**src/rtl/apb_master_bridge_if.sv**
```systemverilog
// Command/response handshake and APB segment signals for apb_master_bridge.
// The master modport is the bridge's view; the slave modport is the fabric/peripheral side.
interface apb_master_bridge_if #(
  parameter int PADDR_SIZE = 16,
  parameter int PDATA_SIZE = 32,
  parameter int NUM_SLAVES = 4
);
  logic                           cmd_valid;
  logic                           cmd_ready;
  logic                           cmd_write;
  logic [PADDR_SIZE-1:0]          cmd_addr;
  logic [PDATA_SIZE-1:0]          cmd_wdata;
  logic [PDATA_SIZE/8-1:0]        cmd_strb;
  logic                           rsp_valid;
  logic                           rsp_ready;
  logic [PDATA_SIZE-1:0]          rsp_rdata;
  logic                           rsp_err;
  logic                           rsp_timeout;
  logic [NUM_SLAVES-1:0]          PSEL;
  logic                           PENABLE;
  logic [PADDR_SIZE-1:0]          PADDR;
  logic [PDATA_SIZE/8-1:0]        PSTRB;
  logic [PDATA_SIZE-1:0]          PWDATA;
  logic                           PWRITE;
  logic [NUM_SLAVES*PDATA_SIZE-1:0] PRDATA;
  logic [NUM_SLAVES-1:0]          PREADY;
  logic [NUM_SLAVES-1:0]          PSLVERR;

  modport master (
    input  cmd_valid, cmd_write, cmd_addr, cmd_wdata, cmd_strb, rsp_ready,
           PRDATA, PREADY, PSLVERR,
    output cmd_ready, rsp_valid, rsp_rdata, rsp_err, rsp_timeout,
           PSEL, PENABLE, PADDR, PSTRB, PWDATA, PWRITE
  );

  modport slave (
    output cmd_valid, cmd_write, cmd_addr, cmd_wdata, cmd_strb, rsp_ready,
           PRDATA, PREADY, PSLVERR,
    input  cmd_ready, rsp_valid, rsp_rdata, rsp_err, rsp_timeout,
           PSEL, PENABLE, PADDR, PSTRB, PWDATA, PWRITE
  );
endinterface

```
**src/rtl/apb_master_bridge.sv**
```systemverilog
// APB4 master bridge: one outstanding command, multi-slave decode, wait states,
// ACCESS timeout and decode-error responses. All outputs come straight from flops.
module apb_master_bridge #(
  parameter int PADDR_SIZE     = 16,
  parameter int PDATA_SIZE     = 32,
  parameter int NUM_SLAVES     = 4,
  parameter int TIMEOUT_CYCLES = 16
) (
  input  logic               PCLK,
  input  logic               PRESETn,
  apb_master_bridge_if.master bus
);
  localparam int SEL_BITS  = (NUM_SLAVES > 1) ? $clog2(NUM_SLAVES) : 1;
  localparam int STRB_SIZE = PDATA_SIZE / 8;
  localparam int CNT_W     = (TIMEOUT_CYCLES > 1) ? $clog2(TIMEOUT_CYCLES + 1) : 1;
  localparam logic [CNT_W:0] TO_LIMIT = (CNT_W + 1)'(TIMEOUT_CYCLES);

  typedef enum logic [1:0] {
    ST_IDLE   = 2'd0,
    ST_SETUP  = 2'd1,
    ST_ACCESS = 2'd2,
    ST_RESP   = 2'd3
  } state_t;

  function automatic logic [NUM_SLAVES-1:0] onehot(input logic [SEL_BITS-1:0] i);
    logic [NUM_SLAVES-1:0] r;
    for (int k = 0; k < NUM_SLAVES; k++) begin
      r[k] = (i == SEL_BITS'(k));
    end
    return r;
  endfunction

  state_t                  state_r, state_s;
  logic [NUM_SLAVES-1:0]   psel_r, psel_s;
  logic                    penable_r, penable_s;
  logic [PADDR_SIZE-1:0]   paddr_r, paddr_s;
  logic [PDATA_SIZE-1:0]   pwdata_r, pwdata_s;
  logic [STRB_SIZE-1:0]    pstrb_r, pstrb_s;
  logic                    pwrite_r, pwrite_s;
  logic [CNT_W-1:0]        cnt_r, cnt_s;
  logic                    cmd_ready_r, cmd_ready_s;
  logic                    rsp_valid_r, rsp_valid_s;
  logic [PDATA_SIZE-1:0]   rsp_rdata_r, rsp_rdata_s;
  logic                    rsp_err_r, rsp_err_s;
  logic                    rsp_timeout_r, rsp_timeout_s;

  logic [SEL_BITS-1:0]     dec_idx_s;
  logic                    dec_ok_s;
  logic                    sel_ready_s;
  logic                    sel_err_s;
  logic [PDATA_SIZE-1:0]   sel_rdata_s;
  logic [CNT_W:0]          cnt_inc_s;
  logic                    timeout_hit_s;

  // Address decode and selected-slave return path; psel_r is one-hot during a transfer,
  // so masking with it ignores every unselected slave.
  always_comb begin
    dec_idx_s = {SEL_BITS{1'b0}};
    if (NUM_SLAVES > 1) begin
      dec_idx_s = bus.cmd_addr[PADDR_SIZE-1 -: SEL_BITS];
    end else begin
      dec_idx_s = {SEL_BITS{1'b0}};
    end
    dec_ok_s    = ({1'b0, dec_idx_s} < (SEL_BITS + 1)'(NUM_SLAVES));
    sel_ready_s = |(bus.PREADY & psel_r);
    sel_err_s   = |(bus.PSLVERR & psel_r);
    sel_rdata_s = {PDATA_SIZE{1'b0}};
    for (int k = 0; k < NUM_SLAVES; k++) begin
      sel_rdata_s = sel_rdata_s | (bus.PRDATA[k*PDATA_SIZE +: PDATA_SIZE] & {PDATA_SIZE{psel_r[k]}});
    end
    cnt_inc_s     = {1'b0, cnt_r} + {{CNT_W{1'b0}}, 1'b1};
    timeout_hit_s = (TIMEOUT_CYCLES != 0) && (cnt_inc_s == TO_LIMIT);
  end

  // Next-state and next-output logic for the transfer FSM.
  always_comb begin
    state_s       = state_r;
    psel_s        = psel_r;
    penable_s     = penable_r;
    paddr_s       = paddr_r;
    pwdata_s      = pwdata_r;
    pstrb_s       = pstrb_r;
    pwrite_s      = pwrite_r;
    cnt_s         = cnt_r;
    cmd_ready_s   = cmd_ready_r;
    rsp_valid_s   = rsp_valid_r;
    rsp_rdata_s   = rsp_rdata_r;
    rsp_err_s     = rsp_err_r;
    rsp_timeout_s = rsp_timeout_r;
    case (state_r)
      ST_IDLE: begin
        cmd_ready_s = 1'b1;
        if (bus.cmd_valid) begin
          cmd_ready_s = 1'b0;
          cnt_s       = {CNT_W{1'b0}};
          if (dec_ok_s) begin
            state_s  = ST_SETUP;
            psel_s   = onehot(dec_idx_s);
            paddr_s  = bus.cmd_addr;
            pwdata_s = bus.cmd_wdata;
            pwrite_s = bus.cmd_write;
            pstrb_s  = bus.cmd_write ? bus.cmd_strb : {STRB_SIZE{1'b0}};
          end else begin
            // Decode error: answer directly, the APB segment never sees it.
            state_s       = ST_RESP;
            rsp_valid_s   = 1'b1;
            rsp_err_s     = 1'b1;
            rsp_timeout_s = 1'b0;
            rsp_rdata_s   = {PDATA_SIZE{1'b0}};
          end
        end else begin
          state_s = ST_IDLE;
        end
      end
      ST_SETUP: begin
        penable_s = 1'b1;
        state_s   = ST_ACCESS;
      end
      ST_ACCESS: begin
        if (sel_ready_s || timeout_hit_s) begin
          state_s       = ST_RESP;
          psel_s        = {NUM_SLAVES{1'b0}};
          penable_s     = 1'b0;
          pstrb_s       = {STRB_SIZE{1'b0}};
          rsp_valid_s   = 1'b1;
          rsp_err_s     = sel_ready_s ? sel_err_s : 1'b1;
          rsp_timeout_s = ~sel_ready_s;
          rsp_rdata_s   = (sel_ready_s && !pwrite_r && !sel_err_s) ? sel_rdata_s : {PDATA_SIZE{1'b0}};
        end else begin
          cnt_s = cnt_inc_s[CNT_W-1:0];
        end
      end
      ST_RESP: begin
        if (bus.rsp_ready) begin
          state_s       = ST_IDLE;
          cmd_ready_s   = 1'b1;
          rsp_valid_s   = 1'b0;
          rsp_err_s     = 1'b0;
          rsp_timeout_s = 1'b0;
          rsp_rdata_s   = {PDATA_SIZE{1'b0}};
        end else begin
          state_s = ST_RESP;
        end
      end
      default: begin
        state_s     = ST_IDLE;
        psel_s      = {NUM_SLAVES{1'b0}};
        penable_s   = 1'b0;
        pstrb_s     = {STRB_SIZE{1'b0}};
        rsp_valid_s = 1'b0;
        cmd_ready_s = 1'b1;
      end
    endcase
  end

  // State and output registers with synchronous active-low reset.
  always_ff @(posedge PCLK) begin
    if (!PRESETn) begin
      state_r       <= ST_IDLE;
      psel_r        <= {NUM_SLAVES{1'b0}};
      penable_r     <= 1'b0;
      paddr_r       <= {PADDR_SIZE{1'b0}};
      pwdata_r      <= {PDATA_SIZE{1'b0}};
      pstrb_r       <= {STRB_SIZE{1'b0}};
      pwrite_r      <= 1'b0;
      cnt_r         <= {CNT_W{1'b0}};
      cmd_ready_r   <= 1'b1;
      rsp_valid_r   <= 1'b0;
      rsp_rdata_r   <= {PDATA_SIZE{1'b0}};
      rsp_err_r     <= 1'b0;
      rsp_timeout_r <= 1'b0;
    end else begin
      state_r       <= state_s;
      psel_r        <= psel_s;
      penable_r     <= penable_s;
      paddr_r       <= paddr_s;
      pwdata_r      <= pwdata_s;
      pstrb_r       <= pstrb_s;
      pwrite_r      <= pwrite_s;
      cnt_r         <= cnt_s;
      cmd_ready_r   <= cmd_ready_s;
      rsp_valid_r   <= rsp_valid_s;
      rsp_rdata_r   <= rsp_rdata_s;
      rsp_err_r     <= rsp_err_s;
      rsp_timeout_r <= rsp_timeout_s;
    end
  end

  assign bus.PSEL        = psel_r;
  assign bus.PENABLE     = penable_r;
  assign bus.PADDR       = paddr_r;
  assign bus.PWDATA      = pwdata_r;
  assign bus.PSTRB       = pstrb_r;
  assign bus.PWRITE      = pwrite_r;
  assign bus.cmd_ready   = cmd_ready_r;
  assign bus.rsp_valid   = rsp_valid_r;
  assign bus.rsp_rdata   = rsp_rdata_r;
  assign bus.rsp_err     = rsp_err_r;
  assign bus.rsp_timeout = rsp_timeout_r;
endmodule

```
**src/flat_wrapper.sv**
```systemverilog
// flat-port wrapper written by rule: the top's interface ports become plain ports
module apb_master_bridge_flat 
#(
  parameter int PADDR_SIZE     = 16,
  parameter int PDATA_SIZE     = 32,
  parameter int NUM_SLAVES     = 4,
  parameter int TIMEOUT_CYCLES = 16
)
  (PCLK, PRESETn, bus_cmd_valid, bus_cmd_write, bus_cmd_addr, bus_cmd_wdata, bus_cmd_strb, bus_rsp_ready, bus_PRDATA, bus_PREADY, bus_PSLVERR, bus_cmd_ready, bus_rsp_valid, bus_rsp_rdata, bus_rsp_err, bus_rsp_timeout, bus_PSEL, bus_PENABLE, bus_PADDR, bus_PSTRB, bus_PWDATA, bus_PWRITE);
  apb_master_bridge_if #(.PADDR_SIZE(PADDR_SIZE), .PDATA_SIZE(PDATA_SIZE), .NUM_SLAVES(NUM_SLAVES)) bus_i ();
  input  logic PCLK;
  input  logic PRESETn;
  input wire logic [$bits(bus_i.cmd_valid)-1:0] bus_cmd_valid;
  input wire logic [$bits(bus_i.cmd_write)-1:0] bus_cmd_write;
  input wire logic [$bits(bus_i.cmd_addr)-1:0] bus_cmd_addr;
  input wire logic [$bits(bus_i.cmd_wdata)-1:0] bus_cmd_wdata;
  input wire logic [$bits(bus_i.cmd_strb)-1:0] bus_cmd_strb;
  input wire logic [$bits(bus_i.rsp_ready)-1:0] bus_rsp_ready;
  input wire logic [$bits(bus_i.PRDATA)-1:0] bus_PRDATA;
  input wire logic [$bits(bus_i.PREADY)-1:0] bus_PREADY;
  input wire logic [$bits(bus_i.PSLVERR)-1:0] bus_PSLVERR;
  output wire logic [$bits(bus_i.cmd_ready)-1:0] bus_cmd_ready;
  output wire logic [$bits(bus_i.rsp_valid)-1:0] bus_rsp_valid;
  output wire logic [$bits(bus_i.rsp_rdata)-1:0] bus_rsp_rdata;
  output wire logic [$bits(bus_i.rsp_err)-1:0] bus_rsp_err;
  output wire logic [$bits(bus_i.rsp_timeout)-1:0] bus_rsp_timeout;
  output wire logic [$bits(bus_i.PSEL)-1:0] bus_PSEL;
  output wire logic [$bits(bus_i.PENABLE)-1:0] bus_PENABLE;
  output wire logic [$bits(bus_i.PADDR)-1:0] bus_PADDR;
  output wire logic [$bits(bus_i.PSTRB)-1:0] bus_PSTRB;
  output wire logic [$bits(bus_i.PWDATA)-1:0] bus_PWDATA;
  output wire logic [$bits(bus_i.PWRITE)-1:0] bus_PWRITE;
  assign bus_i.cmd_valid = bus_cmd_valid;
  assign bus_i.cmd_write = bus_cmd_write;
  assign bus_i.cmd_addr = bus_cmd_addr;
  assign bus_i.cmd_wdata = bus_cmd_wdata;
  assign bus_i.cmd_strb = bus_cmd_strb;
  assign bus_i.rsp_ready = bus_rsp_ready;
  assign bus_i.PRDATA = bus_PRDATA;
  assign bus_i.PREADY = bus_PREADY;
  assign bus_i.PSLVERR = bus_PSLVERR;
  assign bus_cmd_ready = bus_i.cmd_ready;
  assign bus_rsp_valid = bus_i.rsp_valid;
  assign bus_rsp_rdata = bus_i.rsp_rdata;
  assign bus_rsp_err = bus_i.rsp_err;
  assign bus_rsp_timeout = bus_i.rsp_timeout;
  assign bus_PSEL = bus_i.PSEL;
  assign bus_PENABLE = bus_i.PENABLE;
  assign bus_PADDR = bus_i.PADDR;
  assign bus_PSTRB = bus_i.PSTRB;
  assign bus_PWDATA = bus_i.PWDATA;
  assign bus_PWRITE = bus_i.PWRITE;
  apb_master_bridge #(.PADDR_SIZE(PADDR_SIZE), .PDATA_SIZE(PDATA_SIZE), .NUM_SLAVES(NUM_SLAVES), .TIMEOUT_CYCLES(TIMEOUT_CYCLES)) u_core (.PCLK(PCLK), .PRESETn(PRESETn), .bus(bus_i));
endmodule
```
**config.mk**
```make
export PLATFORM = sky130hd
export DESIGN_NAME = apb_master_bridge_flat
export DESIGN_NICKNAME = d
export VERILOG_FILES = /design/src/rtl/apb_master_bridge_if.sv /design/src/rtl/apb_master_bridge.sv /design/src/flat_wrapper.sv
export SDC_FILE = /design/constraint.sdc
export NUM_CORES = 1
export LEC_CHECK = 0
export CAP_MARGIN = 20
export CORE_MARGIN = 3
export CORE_UTILIZATION = 39
export CTS_BUF_LIST = sky130_fd_sc_hd__clkbuf_4 sky130_fd_sc_hd__clkbuf_8
export DETAILED_ROUTE_END_ITERATION = 16
export HOLD_SLACK_MARGIN = 0.12
export PLACE_DENSITY = 0.84
export REMOVE_ABC_BUFFERS = 1
export SETUP_SLACK_MARGIN = 0.2
export SYNTH_ARGS = -nofsm -noshare
export SYNTH_HDL_FRONTEND = slang
export SYNTH_SLANG_ARGS = --single-unit
```
**constraint.sdc**
```tcl
create_clock -name PCLK -period 2.1 [get_ports PCLK]
set_input_delay 0.42 -clock PCLK [delete_from_list [all_inputs] [get_ports PCLK]]
set_output_delay 0.42 -clock PCLK [all_outputs]
set_load 0.03 [all_outputs]
```
==> impl_table.tex <==
\begin{tabular}{lr}
\hline
Metric & Value \\
\hline
\multicolumn{2}{l}{\textbf{Worst setup path}} \\
Required time reported for the critical path endpoint & 1.68 ns \\
Endpoint of the lowest-slack register-to-register path & u\_core.bus.rsp\_rdata[31] \\
Critical setup path kind & flop to primary output \\
WP data arrival & 1.43 ns \\
R2r setup slk & 0.31 ns \\
Critical register-to-register path startpoint & u\_core.cnt\_r[3] \\
CP Launch Type & flop \\
Largest fanout of any net on the critical path & 34 \\
Worst r2r path cells & 6 \\
Critical Path End Type & primary output \\
\multicolumn{2}{l}{\textbf{Timing}} \\
Final Hold Slack & 0.380 ns \\
Final count of pins violating max slew & 0 \\
Final setup viols & 0 \\
Unrepaired setup endpoints after global routing & no \\
Final worst-path cycle share & 0.881 \\
Fin. Hold Viols & 0 \\
Shortest period the worst path allows & 1.85 ns \\
Final worst slack & 0.250 ns \\
Upper clock frequency limit & 0.541 GHz \\
TNS Setup & 0 ns \\
Max-Slew Margin vs Limit & 0.732 \\
Worst clock skew & 0.0119 ns \\
Actual transition at the worst max-transition pin & 0.402 ns \\
\multicolumn{2}{l}{\textbf{Detailed routing}} \\
Vias after detailed routing & 5494 \\
First-pass detailed-route iteration total & 5 \\
Final Routed Wirelength & 17700 µm \\
Number of vias per cell after detailed routing & 5.31 \\
Remaining routing DRC violations & 0 \\
Detail Route Antenna Nets & 0 \\
Routed WL per cell & 17.1 µm \\
Number of DRC violations after detailed-routing iteration 0 & 263 \\
\multicolumn{2}{l}{\textbf{Power}} \\
Cell Pwr Density & 627 nW/µm² \\
Leakage dissipation & 3.12 nW \\
Total power after layout & 5.12 mW \\
Worst ir drop on vdd & 0.367 mV \\
\multicolumn{2}{l}{\textbf{Die}} \\
Initial core utilization & 0.406 \\
I/O pin count & 287 \\
Row Count & 40 \\
Core footprint & 12200 µm² \\
Die X-Extent & 118 µm \\
Overall die height & 118 µm \\
Die footprint & 14000 µm² \\
\multicolumn{2}{l}{\textbf{GRT}} \\
GR Util All Layers & 0.240 \\
Global-route wire length before repair & 27800 µm \\
Overflow left after global routing & 0 \\
Vias in the first global route & 5585 \\
Largest net degree at the start of global routing & 56 \\
Initial antenna violation count & 0 \\
\multicolumn{2}{l}{\textbf{Layout}} \\
Area growth from synthesis to final layout & 65.6\% \\
Finished Core Util & 0.672 \\
Antenna diode count & 0 \\
Reg area & 2020 µm² \\
Fillers & 989 \\
Final cell area excluding filler cells & 8170 µm² \\
Fraction of final layout cells sized beyond drive strength 1 & 0.0797 \\
Nets & 1058 \\
Area of the multi-input gates & 2640 µm² \\
Non-filler cells, final & 1034 \\
\multicolumn{2}{l}{\textbf{Flow run}} \\
Max-capacitance violation count & 0 \\
\multicolumn{2}{l}{\textbf{Synth}} \\
Number of warnings issued by yosys & 0 \\
Unique cell type count in the Yosys netlist & 45 \\
Mean instance size in the synthesized netlist & 8.26 µm² \\
Share of synthesized flip-flops with an asynchronous set or reset & 0 \\
Cell type contributing the most total cell area after synthesis & dfxtp\_1 \\
Number of flops mapped to enable cells by yosys & 0 \\
Main area contributors after synthesis & dfxtp\_1, nand2\_1, a22oi\_1 \\
Post-Syn Area & 4930 µm² \\
Mapped Cells & 597 \\
Most used flip-flop cell after synthesis & dfxtp\_1 \\
Fraction of post-synthesis cell area in the top cell type by area & 0.410 \\
\#FFs+latches synth & 101 \\
Proportion of synthesized chip area in sequential cells & 0.410 \\
\multicolumn{2}{l}{\textbf{Worst hold path}} \\
Worst hold path endpoint & u\_core.bus.cmd\_ready \\
Instance count along the most critical hold path & 2 \\
Path type of the worst min-delay path & input pin to flop \\
Origin of the worst min-delay path & PRESETn \\
\multicolumn{2}{l}{\textbf{CTS}} \\
Clock transition time at the flip-flop clock pins of the worst setup and hold paths & 0.10 ns \\
Num CTS Buffers & 9 \\
Insertion delay to the later sink of the worst-skew pair & 0.36 ns \\
CTS tree & yes \\
Number of sinks handled by clock tree synthesis & 101 \\
Maximum buffer depth of the clock tree & 2 \\
Htree depth & 3 \\
Buffer type at the clock tree root & clkbuf\_8 \\
\multicolumn{2}{l}{\textbf{Placement}} \\
Sum of net half-perimeters after detailed placement & 13500 µm \\
Worst setup timing slack at the placement stage & 0.0126 ns \\
Port Buffer Count & 286 \\
Post-detailed-placement cell area & 7920 µm² \\
Placer congestion estimate & 0.893 \\
Total placed cells including tap cells & 1016 \\
\multicolumn{2}{l}{\textbf{Outcome}} \\
Result of the run & finished, final reports clean \\
\hline
\end{tabular}
-- routing by layer --
metal / part of all wire / GRT usage / up-vias / routed length [µm]
li1: - / - / 2631 / -
met1: 0.38 / 0.267 / 2589 / 6800
met2: 0.52 / 0.437 / 222 / 9140
met3: 0.062 / 0.0502 / 52 / 1110
met4: 0.037 / 0.106 / 0 / 651
met5: 0 / 0 / - / 0
-- cell usage in the layout (no fill, tap or decap), types with 3 or more instances in the layout --
cell             netlist  routed
clkdlybuf4s50_1        0     277
nand2_1              181     180
dfxtp_1              101     101
a22oi_1               66      66
a21boi_0              52      51
a21oi_1               35      35
a31o_1                29      29
buf_4                  2      18
clkbuf_8               0      10
a31o_2                 8       8
nand3_1                8       8
mux2i_1                5       5
buf_6                  8       5
inv_1                  4       4
nor2_1                 4       4
o21ai_0                4       4
buf_12                 0       4
nor4_1                 3       3
o22ai_1                3       3
dlymetal6s2s_1         0       3
-- cells in the mapped netlist (3+ instances only) --
master	n
inv_1	4
o21ai_0	4
dfxtp_1	101
a31o_2	8
buf_6	8
nand3_1	8
nand2_1	181
clkbuf_1	32
ha_1	4
buf_2	6
a31o_1	29
nor2_1	4
o22ai_1	3
a21oi_1	35
buf_1	8
nor4_1	3
a22oi_1	66
a21boi_0	52
mux2i_1	5
-- sequential cells by signal (all words and copies together) (netlist names) --
register and flops:
u_core.bus.PWDATA 32, u_core.bus.rsp_rdata 32, u_core.bus.PADDR 16, u_core.cnt_r 5, u_core.bus.PSEL 4, u_core.bus.PSTRB 4
u_core.state_r 2, u_core.bus.PENABLE 1, u_core.bus.PWRITE 1, u_core.bus.cmd_ready 1, u_core.bus.rsp_err 1, u_core.bus.rsp_timeout 1
u_core.bus.rsp_valid 1
-- cell families (layout without fill, tap and decap cells) --
family | Yosys count | in the layout | synth area share
adders and majority gates | 4 | 4 | 0.0101
muxes | 6 | 6 | 0.0124
AOI/OAI and AO/OA | 210 | 210 | 0.319
and+or+nand+nor | 216 | 217 | 0.187
DFF | 101 | 101 | 0.410
buffers and inverters | 60 | 328 | 0.0609
-- cell type report --
type | instances | area share
Clock inverter | 6 | 0.00674
Multi-Input combinational cell | 437 | 0.323
Timing Repair Buffer | 308 | 0.378
Clock buffer | 10 | 0.0168
Inverter | 4 | 0.00184
Tap cell | 168 | 0.0257
Sequential cell | 101 | 0.248
-- report_power, final --
| part | internal (mW) | total, mW | switching, mW |
|---|---|---|---|
| clock network | 0.485 | 1.20 | 0.713 |
| registers | 2.05 | 2.13 | 0.0791 |
| logic | 0.831 | 1.79 | 0.963 |
-- worst max-delay path by stage --
stage	cells after the start	start	end	slack, ns
detailed placement	6	bus_PREADY[0]	u_core.cnt_r[3]	0.01
global route	6	u_core.cnt_r[0]	u_core.bus.rsp_rdata[6]	0.20
finish	2	u_core.bus.PSEL[0]	bus_PSEL[0]	0.25
CTS	2	u_core.bus.PSEL[3]	bus_PSEL[3]	0.21
floorplan	5	u_core.bus.PSEL[2]	u_core.bus.rsp_rdata[23]	-0.62
global placement	6	bus_PREADY[0]	u_core.cnt_r[3]	0.04
-- what timing repair did --
item                       4_1_cts  5_1_grt
setup endpoints to repair       37       46
hold buffers                     0        0
pin swaps                        0        1
setup buffers                    0        1
resized for setup                3       12
gates cloned                     0        1
-- critical path, cell delays in order, from the launching register on --
cell,delay (ns)
dfxtp_1,0.42
buf_4,0.39
buf_4,0.24
Note: power is estimated with default switching activity, not from simulation.
